`src/rtl/uart_pkg.sv`:
```
// Shared definitions for the UART transmit path: FSM states and frame constants.
package uart_pkg;

  typedef enum logic [2:0] {
    ST_IDLE   = 3'd0,
    ST_START  = 3'd1,
    ST_DATA   = 3'd2,
    ST_PARITY = 3'd3,
    ST_STOP   = 3'd4
  } xmit_state_e;

  localparam int   FRAME_DATA_BITS = 8;
  localparam logic LINE_IDLE       = 1'b1;

endpackage

```
`src/rtl/uart_baud_cnt.sv`:
```
// Bit-period counter: counts 0..BAUD_DIV-1 and wraps, flagging the last and
// second-to-last cycle of each serial bit.
module uart_baud_cnt #(
  parameter int BAUD_DIV = 16
) (
  input  logic clk,
  input  logic rst,
  input  logic clr_i,
  output logic bit_end_o,
  output logic bit_pre_end_o
);

  localparam int W = $clog2(BAUD_DIV);

  logic [W-1:0] cnt_q;

  assign bit_end_o     = (cnt_q == W'(BAUD_DIV - 1));
  assign bit_pre_end_o = (cnt_q == W'(BAUD_DIV - 2));

  always_ff @(posedge clk or posedge rst) begin
    if (rst) begin
      cnt_q <= '0;
    end else if (clr_i || bit_end_o) begin
      cnt_q <= '0;
    end else begin
      cnt_q <= cnt_q + W'(1);
    end
  end

endmodule

```
`src/rtl/uart_xmit_ctrl.sv`:
```
// UART transmit sequencer: one-deep holding buffer feeding a start/data/
// (parity)/stop serialiser, with registered line and status outputs.
module uart_xmit_ctrl
  import uart_pkg::*;
#(
  parameter int BAUD_DIV  = 16,
  parameter int PARITY_EN = 0
) (
  input  logic       clk,
  input  logic       rst,
  input  logic       wr_en,
  input  logic [7:0] din,
  output logic       wr_ready,
  output logic       ser_out,
  output logic       xmitting,
  output logic       done_xmitting
);

  xmit_state_e state_q;
  logic [7:0]  sh_q;
  logic [7:0]  buf_q;
  logic        buf_full_q;
  logic        par_q;
  logic [2:0]  idx_q;
  logic        ser_q;
  logic        xmit_q;
  logic        done_q;

  logic        bit_end;
  logic        bit_pre_end;
  logic        baud_clr;
  logic        accept;
  logic        bypass;
  logic [7:0]  next_byte;

  assign wr_ready      = ~buf_full_q;
  assign ser_out       = ser_q;
  assign xmitting      = xmit_q;
  assign done_xmitting = done_q;

  assign baud_clr  = (state_q == ST_IDLE);
  assign accept    = wr_en && !buf_full_q;
  // A write lands straight in the shift register when the serialiser is
  // about to take a byte this edge and nothing is already waiting.
  assign bypass    = (state_q == ST_IDLE) ||
                     ((state_q == ST_STOP) && bit_end && !buf_full_q);
  assign next_byte = buf_full_q ? buf_q : din;

  uart_baud_cnt #(.BAUD_DIV(BAUD_DIV)) u_baud (
    .clk           (clk),
    .rst           (rst),
    .clr_i         (baud_clr),
    .bit_end_o     (bit_end),
    .bit_pre_end_o (bit_pre_end)
  );

  always_ff @(posedge clk or posedge rst) begin
    if (rst) begin
      state_q    <= ST_IDLE;
      sh_q       <= '0;
      buf_q      <= '0;
      buf_full_q <= 1'b0;
      par_q      <= 1'b0;
      idx_q      <= '0;
      ser_q      <= LINE_IDLE;
      xmit_q     <= 1'b0;
      done_q     <= 1'b0;
    end else begin
      done_q <= 1'b0;
      if (accept && !bypass) begin
        buf_q      <= din;
        buf_full_q <= 1'b1;
      end
      case (state_q)
        ST_IDLE: begin
          ser_q  <= LINE_IDLE;
          xmit_q <= 1'b0;
          if (accept) begin
            sh_q    <= next_byte;
            par_q   <= ^next_byte;
            state_q <= ST_START;
            ser_q   <= ~LINE_IDLE;
            xmit_q  <= 1'b1;
          end
        end
        ST_START: begin
          if (bit_end) begin
            state_q <= ST_DATA;
            idx_q   <= '0;
            ser_q   <= sh_q[0];
          end
        end
        ST_DATA: begin
          if (bit_end) begin
            if (idx_q == 3'(FRAME_DATA_BITS - 1)) begin
              if (PARITY_EN != 0) begin
                state_q <= ST_PARITY;
                ser_q   <= par_q;
              end else begin
                state_q <= ST_STOP;
                ser_q   <= LINE_IDLE;
              end
            end else begin
              idx_q <= idx_q + 3'd1;
              sh_q  <= {1'b0, sh_q[7:1]};
              ser_q <= sh_q[1];
            end
          end
        end
        ST_PARITY: begin
          if (bit_end) begin
            state_q <= ST_STOP;
            ser_q   <= LINE_IDLE;
          end
        end
        ST_STOP: begin
          done_q <= bit_pre_end;
          if (bit_end) begin
            if (buf_full_q || accept) begin
              sh_q       <= next_byte;
              par_q      <= ^next_byte;
              buf_full_q <= 1'b0;
              state_q    <= ST_START;
              ser_q      <= ~LINE_IDLE;
            end else begin
              state_q <= ST_IDLE;
              ser_q   <= LINE_IDLE;
              xmit_q  <= 1'b0;
            end
          end
        end
        default: begin
          state_q <= ST_IDLE;
          ser_q   <= LINE_IDLE;
          xmit_q  <= 1'b0;
        end
      endcase
    end
  end

endmodule

```
`config.mk`:
```
export PLATFORM = sky130hd
export DESIGN_NAME = uart_xmit_ctrl
export DESIGN_NICKNAME = d
export VERILOG_FILES = /design/src/rtl/uart_pkg.sv /design/src/rtl/uart_baud_cnt.sv /design/src/rtl/uart_xmit_ctrl.sv
export SDC_FILE = /design/constraint.sdc
export NUM_CORES = 1
export LEC_CHECK = 0
export BUFFER_PORTS_ARGS = -buffer_cell sky130_fd_sc_hd__buf_2
export CORE_MARGIN = 4
export CORE_UTILIZATION = 49
export DETAILED_ROUTE_END_ITERATION = 10
export PLACE_DENSITY_LB_ADDON = 0.12
export SYNTH_ARGS = -nofsm -noshare
export SYNTH_HDL_FRONTEND = slang
export SYNTH_SLANG_ARGS = --single-unit
export TNS_END_PERCENT = 100
```
`constraint.sdc`:
```
create_clock -name clk -period 3.9 [get_ports clk]
set_clock_uncertainty 0.1 [all_clocks]
set_input_delay 0.585 -clock clk [delete_from_list [all_inputs] [get_ports clk]]
set_output_delay 0.585 -clock clk [all_outputs]
set_load 0.05 [all_outputs]
```
; ---- After elaboration in Yosys (flattened, before gate mapping)
; Index checks and enable logic that the tools add are counted.
[word_totals]
ram_bits = 0
n_memories = 0
elab_cells = 84
input_bits = 11
ff_bits = 30
latch_bits = 0
mem_bits_ro = 0
[op_classes]
shift = 0
n_addsub = 2
reduce_logical = 18
div = 0
multipliers = 0
eq_ne = 16
n_mux = 37
order_cmp = 0
bitwise_logic = 2
[op_table]
columns = cell, n
row1 = 8-bit 2-to-1 mux, 6
row2 = 3-bit 2-to-1 mux, 9
row3 = 8-bit one-hot mux with 3 select lines, 1
row4 = 1-bit 2-to-1 mux, 16
row5 = 2-bit != test (second input constant), 8
row6 = 3-bit one-hot mux with 5 select lines, 1
row7 = 6-bit AND reduction, 2
row8 = 4-bit equality test (second input constant), 2
row9 = 4-bit AND reduction, 2
row10 = 3-bit by 2-bit equality test with 1-bit output (second input constant), 2
row11 = 3-bit equality test (second input constant), 2
row12 = 3-bit one-hot mux with 2 select lines, 1
row13 = 1-bit one-hot mux with 5 select lines, 1
row14 = 4-bit by 1-bit adder with 4-bit output (second input constant), 1
row15 = 1-bit logical AND, 4
row16 = 4-bit 2-to-1 mux, 1
row17 = 3-bit by 1-bit adder with 3-bit output (second input constant), 1
row18 = 3-bit by 1-bit equality test with 1-bit output (second input constant), 1
row19 = 3-bit zero test, 1
row20 = 1-bit logical OR, 3
row21 = 1-bit one-hot mux with 3 select lines, 1
row22 = 3-bit AND reduction, 1
row23 = 3-bit nonzero test, 1
row24 = 3-bit OR reduction, 1
row25 = 4 further kinds, 6

; ---- Depth between registers and ports, before layout
; Gate-level depths: netlist of run 1.
[depth]
word_depth = 10
depth_mapped = 6
depth_no_buf = 6

; ---- Hierarchy
; From an unflattened synthesis of run 1, not the netlist that was laid out.
[hier_totals]
cells_unflattened = 146
hier_area_um2 = 1585.3
[by_module_without_submodules]
columns = module, seq_area_each_um2, cells_per_inst, n_inst, area_each_um2
row1 = uart_xmit_ctrl, 651.9, 128, 1, 1386.3
row2 = uart_baud_cnt, 100.1, 18, 1, 198.9

; ---- Worst setup path after synthesis of run 1
; OpenSTA, ideal clock, no wires.
[synth_timing]
path_kind = flip-flop to flip-flop
start = register u_baud.cnt_q[0]
end = register sh_q[0]
stages_incl_launch_ff = 6
path_slack_ns = 1.894
period_less_slack_ns = 2.006
arrival_time_ns = 1.781
setup_ns = 0.125
required_ns = 3.675
path_buffers = 0
path_cell_list = dfrtp_1 > ha_1 > nand3_4 > maj3_2 > nor3_4 > mux2_2
[synth_via]
elab_chain_cells = 3
[synth_rtl]
columns = item, line_no
row1 = start: declaration, uart_baud_cnt.sv:15  ; logic [W-1:0] cnt_q;
row2 = start signal: assignment, uart_baud_cnt.sv:26  ; cnt_q <= cnt_q + W'(1);
row3 = 4-bit equality test (*), uart_baud_cnt.sv:17  ; assign bit_end_o = (cnt_q == W'(BAUD_DIV - 1));
row4 = 2-bit != test (no line), n/a
row5 = 6-bit AND reduction (no line) (*), n/a
row6 = end signal: assignment, uart_xmit_ctrl.sv:79  ; sh_q <= next_byte;
row7 = end signal: assignment, uart_xmit_ctrl.sv:105  ; sh_q <= {1'b0, sh_q[7:1]};
row8 = end signal: assignment, uart_xmit_ctrl.sv:120  ; sh_q <= next_byte;
row9 = end: declaration, uart_xmit_ctrl.sv:20  ; logic [7:0] sh_q;
; Every way passes the cells marked *; elsewhere a longest branch is shown, timed or not.
; A chain may end at the register's enable or synchronous reset.

; ---- Worst setup path in the final report of run 1
[layout_timing]
start = register u_baud.cnt_q[0]
end = register sh_q[1]
; The elaborated chain is that of the path after synthesis.

==> results.yml, run 1 <==
grt:
  grt_use_total_pct: 15.7
  first_global_vias: 1052
  grt_max_degree: 31
  grt_util_met2_pct: 23.7
  overflow: 0
  grt-busiest-layer: "met2"
  grt_use_met3_pct: 5.98
  grt_util_met1_pct: 20.3
  grt_first_pass_wirelength_mm: 4.91
  antenna_found_initial: 0
routing:
  wl_mm: 2.83
  drt-wirelength-per-cell_um: 13.7
  first_pass_iters: 4
  routed_via_density: 5.33
  drc: 0
  vias: 1099
  initialDrtViolationCount: 96
  drtAntennaViolNets: 0
synthesis:
  synth_area_leader_cell: "dfrtp_1"
  post_synth_num_cell_types: 33
  syn_area_sq_mm: 0.00156
  seq_area_frac_synth_pct: 48.3
  syn_area_per_cell_sq_um: 10.6
  ys_warn_count: 0
  synth_area_leaders: "dfrtp_1 (47%), mux2_2 (12%), mux2i_1 (5.8%)"
  netlist_instances: 147
  yosys.area.top_type_share_pct: 46.6
  synth_nets: 162
  synth-seq-cells: 30
final_layout:
  area_growth_pct: 10.8
  drive_gt1_share_pct: 29.0
  final_cell_mix: "dfrtp_1 (29), o21ai_0 (16), mux2_2 (16)"
  layout_commonest_cell: "dfrtp_1"
  fin_util_pct: 56.6
  nets: 176
  n_antenna_cell: 0
  finalInstanceArea_sq_mm: 0.00173
worst_setup_path:
  critPathBufInv: 0
  start_kind: "flip-flop"
  crit_path_max_incr_delay_ns: 0.41
  critPathKind: "flip-flop to flip-flop"
  cp.arrival_ns: 2.31
  slowest_stage: "dfrtp_1"
  crit_family: "adder cells"
  worstPathMaxFanout: 9
  crit_chain: "ha_1, nand3_4, maj3_2, nor3_4, mux2_2"
  worst_ep_required_time_ns: 4.01
  setup.worst_path.end_class: "flip-flop"
run:
  drv_cap: 0
floorplan:
  row_count: 20
  dieHeight_um: 64.4
  die-area_sq_mm: 0.00415
  die_w_um: 64.4
  initial_utilization_pct: 51.0
  coreArea_sq_mm: 0.00305
  io_pins: 15
hold_path:
  hold_class: "flip-flop to flip-flop"
cts:
  worstSkewPairLatency_ns: 0.32
  cts_tree: "done"
  post-cts-setup-buffers: 0
  clock-sinks: 30
  cts_max_level: 2
  cts-root-buf: "clkbuf_4"
  cts_buffers: 5
  holdBufCountCts: 0
  clk_pin_slew_worst_paths_ns: 0.09
  ctsResizeCount: 0
  cts_buffer_depth: 2
timing:
  rsz0062_at_grt: "no"
  tightest_slew_ns: 1.12
  relSlewSlack_pct: 25.3
  period_minus_slack_ns: 2.20
  hold_viol: 0
  setup_violations: 0
  fin_crit_sh_pct: 56.3
  fmax_mhz: 455
  finalSetupTns_ns: 0
  slew_violations: 0
place:
  finalWeightedCongestion: 0.723
  portBuffers: 14
  place_area_sq_mm: 0.00165
  dpl.hpwl_mm: 1.96
run_status:
  run_status: "finished, final reports clean"
power_and_ir_drop:
  p_leak_uw: 0.000828
  ir_drop_v: 0.000232
  p_per_area_mw_per_mm2: 343
==> cell type report <==
cell class              count  area [sq um]
clock buffers               8          78.8
fillers                   284          1330
inverters                   6          22.5
multi-input cells         104           748
flip-flops and latches     30           752
well taps                  44          55.1
repair buffers             14          70.1
==> worst paths after layout <==
kind                       cells after the start       endpoint  slack (ns)             from
max                                            5        sh_q[1]        1.70  u_baud.cnt_q[0]
min                                            2       idx_q[1]        0.40         idx_q[1]
max reg2reg                                    5        sh_q[1]        1.70  u_baud.cnt_q[0]
min reg2reg                                    2       idx_q[1]        0.40         idx_q[1]
max in group asynchronous                      2        sh_q[1]        2.59              rst
min in group asynchronous                      2  done_xmitting        0.43              rst
==> report_power, final <==
part / switching, uW / internal, uW
registers: 8.30 / 320
clock network: 105 / 123
logic: 21.1 / 14.7
total: 134 / 457
==> Yosys cell counts <==
master / number
a211o_1: 1
a21oi_1: 6
a21oi_2: 1
and3_2: 1
buf_1: 1
buf_2: 1
buf_6: 1
clkbuf_1: 4
dfrtp_1: 29
dfstp_2: 1
ha_1: 4
inv_1: 6
maj3_2: 1
mux2_2: 16
mux2i_1: 9
nand2_1: 15
nand2b_1: 3
nand3_1: 2
nand3_4: 1
nand4b_1: 1
nor2_1: 13
nor3_1: 1
nor3_4: 1
nor3b_2: 1
o2111ai_1: 1
o21ai_0: 16
o221ai_1: 1
o22ai_1: 2
o31ai_1: 1
o32ai_1: 2
or2_2: 1
or3b_2: 1
xnor2_1: 2
==> worst reg2reg max path, stage by stage (launching register included) <==
cell     delay (ns)
dfrtp_1        0.41
ha_1           0.29
nand3_4        0.16
maj3_2         0.36
nor3_4         0.38
mux2_2         0.39
==> per-layer routing <==
layer  share of wire, %  vias up
met5                  0        -
met4               0.81        0
met3                4.8        2
met2                 49       32
met1                 45      519
li1                   -      546
==> metrics by stage <==
step	setup slack [ns]	cells	power, uW	hold slack [ns]
3_3_place_gp	1.78	198	369	0.369
5_1_grt	1.52	206	630	0.369
6_report	1.70	206	592	0.398
3_5_place_dp	1.71	198	371	0.387
2_1_floorplan	1.89	147	358	0.354
4_1_cts	1.69	206	603	0.382
==> cell families after synthesis <==
| family | count (synthesis) | share of synthesized area [%] |
|---|---|---|
| simple gates | 41 | 13.9 |
| compound gates | 31 | 11.7 |
| flops | 30 | 48.3 |
| mux | 25 | 17.3 |
| buf+inv | 13 | 3.69 |
| fa+ha+maj | 5 | 3.94 |
| xor+xnor | 2 | 1.12 |
==> sequential cells by signal, indices dropped and copies added, names as in the netlist <==
register	cells
buf_q	8
idx_q	3
xmitting	1
ser_out	1
u_baud.cnt_q	4
done_xmitting	1
state_q	3
sh_q	8
buf_full_q	1
(Power assumes the default switching activity.)
==> run 2: changes to the inputs <==
Clock period 3.9 ns to 1.9 ns, I/O delays scaled along.
==> run 2 against run 1 <==
  * The run now ends with setup timing left
  * Via count rose by 11%
  * Routed wire length rose by 18%
  * Count of clock-buffer cells in the layout fell by 1
==> results.yml, run 2 (synthesized netlist as in run 1, its figures left out) <==
place:
  dpl.hpwl_mm: 2.27
  dpl.cell_count: 213
  finalWeightedCongestion: 0.854
  portBuffers: 14
routing:
  drt-wirelength-per-cell_um: 14.7
  drtAntennaViolNets: 0
  vias: 1224
  wl_mm: 3.33
  drc: 0
  initialDrtViolationCount: 32
  first_pass_iters: 4
  routed_via_density: 5.42
worst_setup_path:
  cp.arrival_ns: 2.04
  setup.worst_path.end_class: "flip-flop"
  worstPathMaxFanout: 6
  start_kind: "flip-flop"
  critPathKind: "flip-flop to flip-flop"
  worst_ep_required_time_ns: 2.02
final_layout:
  multi_input_area_sq_um: 833
  final_cell_mix: "dfrtp_1 (29), buf_4 (17), nand2_1 (15)"
  area_growth_pct: 26.5
  stdcell_count: 226
  layout_commonest_cell: "dfrtp_1"
  drive_gt1_share_pct: 39.0
  fillCellCount: 256
  reg.largest.list: "buf_q (8), sh_q (8), u_baud.cnt_q (4)"
  fin_util_pct: 64.5
  n_antenna_cell: 0
  seqCellArea_sq_um: 752
  nets: 196
floorplan:
  row_count: 20
  io_pins: 15
  dieHeight_um: 64.4
  die_w_um: 64.4
  initial_utilization_pct: 51.0
  die-area_sq_mm: 0.00415
  coreArea_sq_mm: 0.00305
run_status:
  violations: "setup timing"
  run_status: "finished, violations left"
cts:
  cts-root-buf: "clkbuf_4"
  cts_tree: "done"
  clock-sinks: 30
  clk_pin_slew_worst_paths_ns: 0.10
  cts_buffer_depth: 2
  cts_buffers: 5
  worstSkewPairLatency_ns: 0.33
  cts_max_level: 2
timing:
  period_minus_slack_ns: 1.93
  finalSetupTns_ns: -0.160
  fin_crit_sh_pct: 101
  tightest_slew_ns: 0.456
  fmax_mhz: 519
  rsz0062_at_grt: "yes"
  setup_violations: 10
  whs_ns: 0.0927
  slew_violations: 0
  worst_slack_ns: -0.0256
  relSlewSlack_pct: 69.3
  hold_viol: 0
grt:
  grt_first_pass_wirelength_mm: 5.76
  overflow: 0
  grt_use_total_pct: 18.7
  grt_max_degree: 31
  first_global_vias: 1243
  antenna_found_initial: 0
hold_path:
  hold_class: "input port to flip-flop"
power_and_ir_drop:
  p_per_area_mw_per_mm2: 599
  p_leak_uw: 0.000932
  power_uw: 1180
  ir_drop_v: 0.000520
run:
  drv_cap: 0
[run 2: changes by cell type in the layout (fill, tap and decap cells not counted), moves of 2 or more]
cell	change
ha_1	-3
clkbuf_8	-2
buf_4	+17
buf_12	+2
ha_4	+2
mux2_4	+8
mux2_2	-8
o21ai_1	+2
o21ai_0	-2
[run 2: final cells by class]
class | instances | area share, %
tap | 44 | 2.79
multi-input combinational | 104 | 42.3
sequential | 30 | 38.2
clock inverter | 1 | 0.254
timing repair buffer | 34 | 12.6
clock buffer | 7 | 2.79
inverter | 6 | 1.14
[run 2: worst max-delay path, stage by stage, from the launching register on]
cell     delay [ns]
dfrtp_1        0.40
ha_2           0.20
ha_4           0.16
or3b_2         0.45
a211o_4        0.36
nand2_1        0.06
o21ai_0        0.07
[run 2: where the power goes]
| group | internal (uW) | switching (uW) | total (uW) |
|---|---|---|---|
| registers | 656 | 14.1 | 670 |
| logic | 47.2 | 55.6 | 103 |
| clock network | 179 | 228 | 407 |
| total | 882 | 298 | 1180 |
[run 2: through the flow]
| stage | setup WS [ns] | instance area (sq um) |
|---|---|---|
| 6_report | -0.0256 | 1970 |
| 5_1_grt | -0.0735 | 1970 |
| 4_1_cts | -0.0798 | 1930 |
| 3_5_place_dp | -0.0877 | 1800 |
| 3_3_place_gp | -0.0211 | 1800 |
| 2_1_floorplan | -0.0514 | 1570 |
[run 2: worst paths after layout]
path / from / endpoint / slack [ns] / depth (start not counted)
worst max-delay path: idx_q[0] / idx_q[2] / -0.03 / 6
worst min-delay path: din[7] / buf_q[7] / 0.09 / 2
worst max register to register: idx_q[0] / idx_q[2] / -0.03 / 6
worst min register to register: buf_q[6] / buf_q[6] / 0.42 / 1
max in group asynchronous: rst / ser_out / 0.90 / 4
min in group asynchronous: rst / sh_q[6] / 0.47 / 4
[run 2: what timing repair did]
item	CTS	global route
hold buffers	1	0
gates cloned	0	0
endpoints found under the hold margin	29	0
gates resized for setup	15	2
endpoints found under the setup margin	11	19
setup buffers	1	3
pin swaps	8	6
[run 2: layer usage]
| layer | GRT usage [%] | wire length [um] | vias up |
|---|---|---|---|
| met4 | 7.92 | 63 | 0 |
| met5 | 0 | 0 | - |
| met2 | 31.4 | 1690 | 28 |
| met3 | 5.98 | 154 | 6 |
| li1 | - | - | 582 |
| met1 | 21.9 | 1420 | 608 |
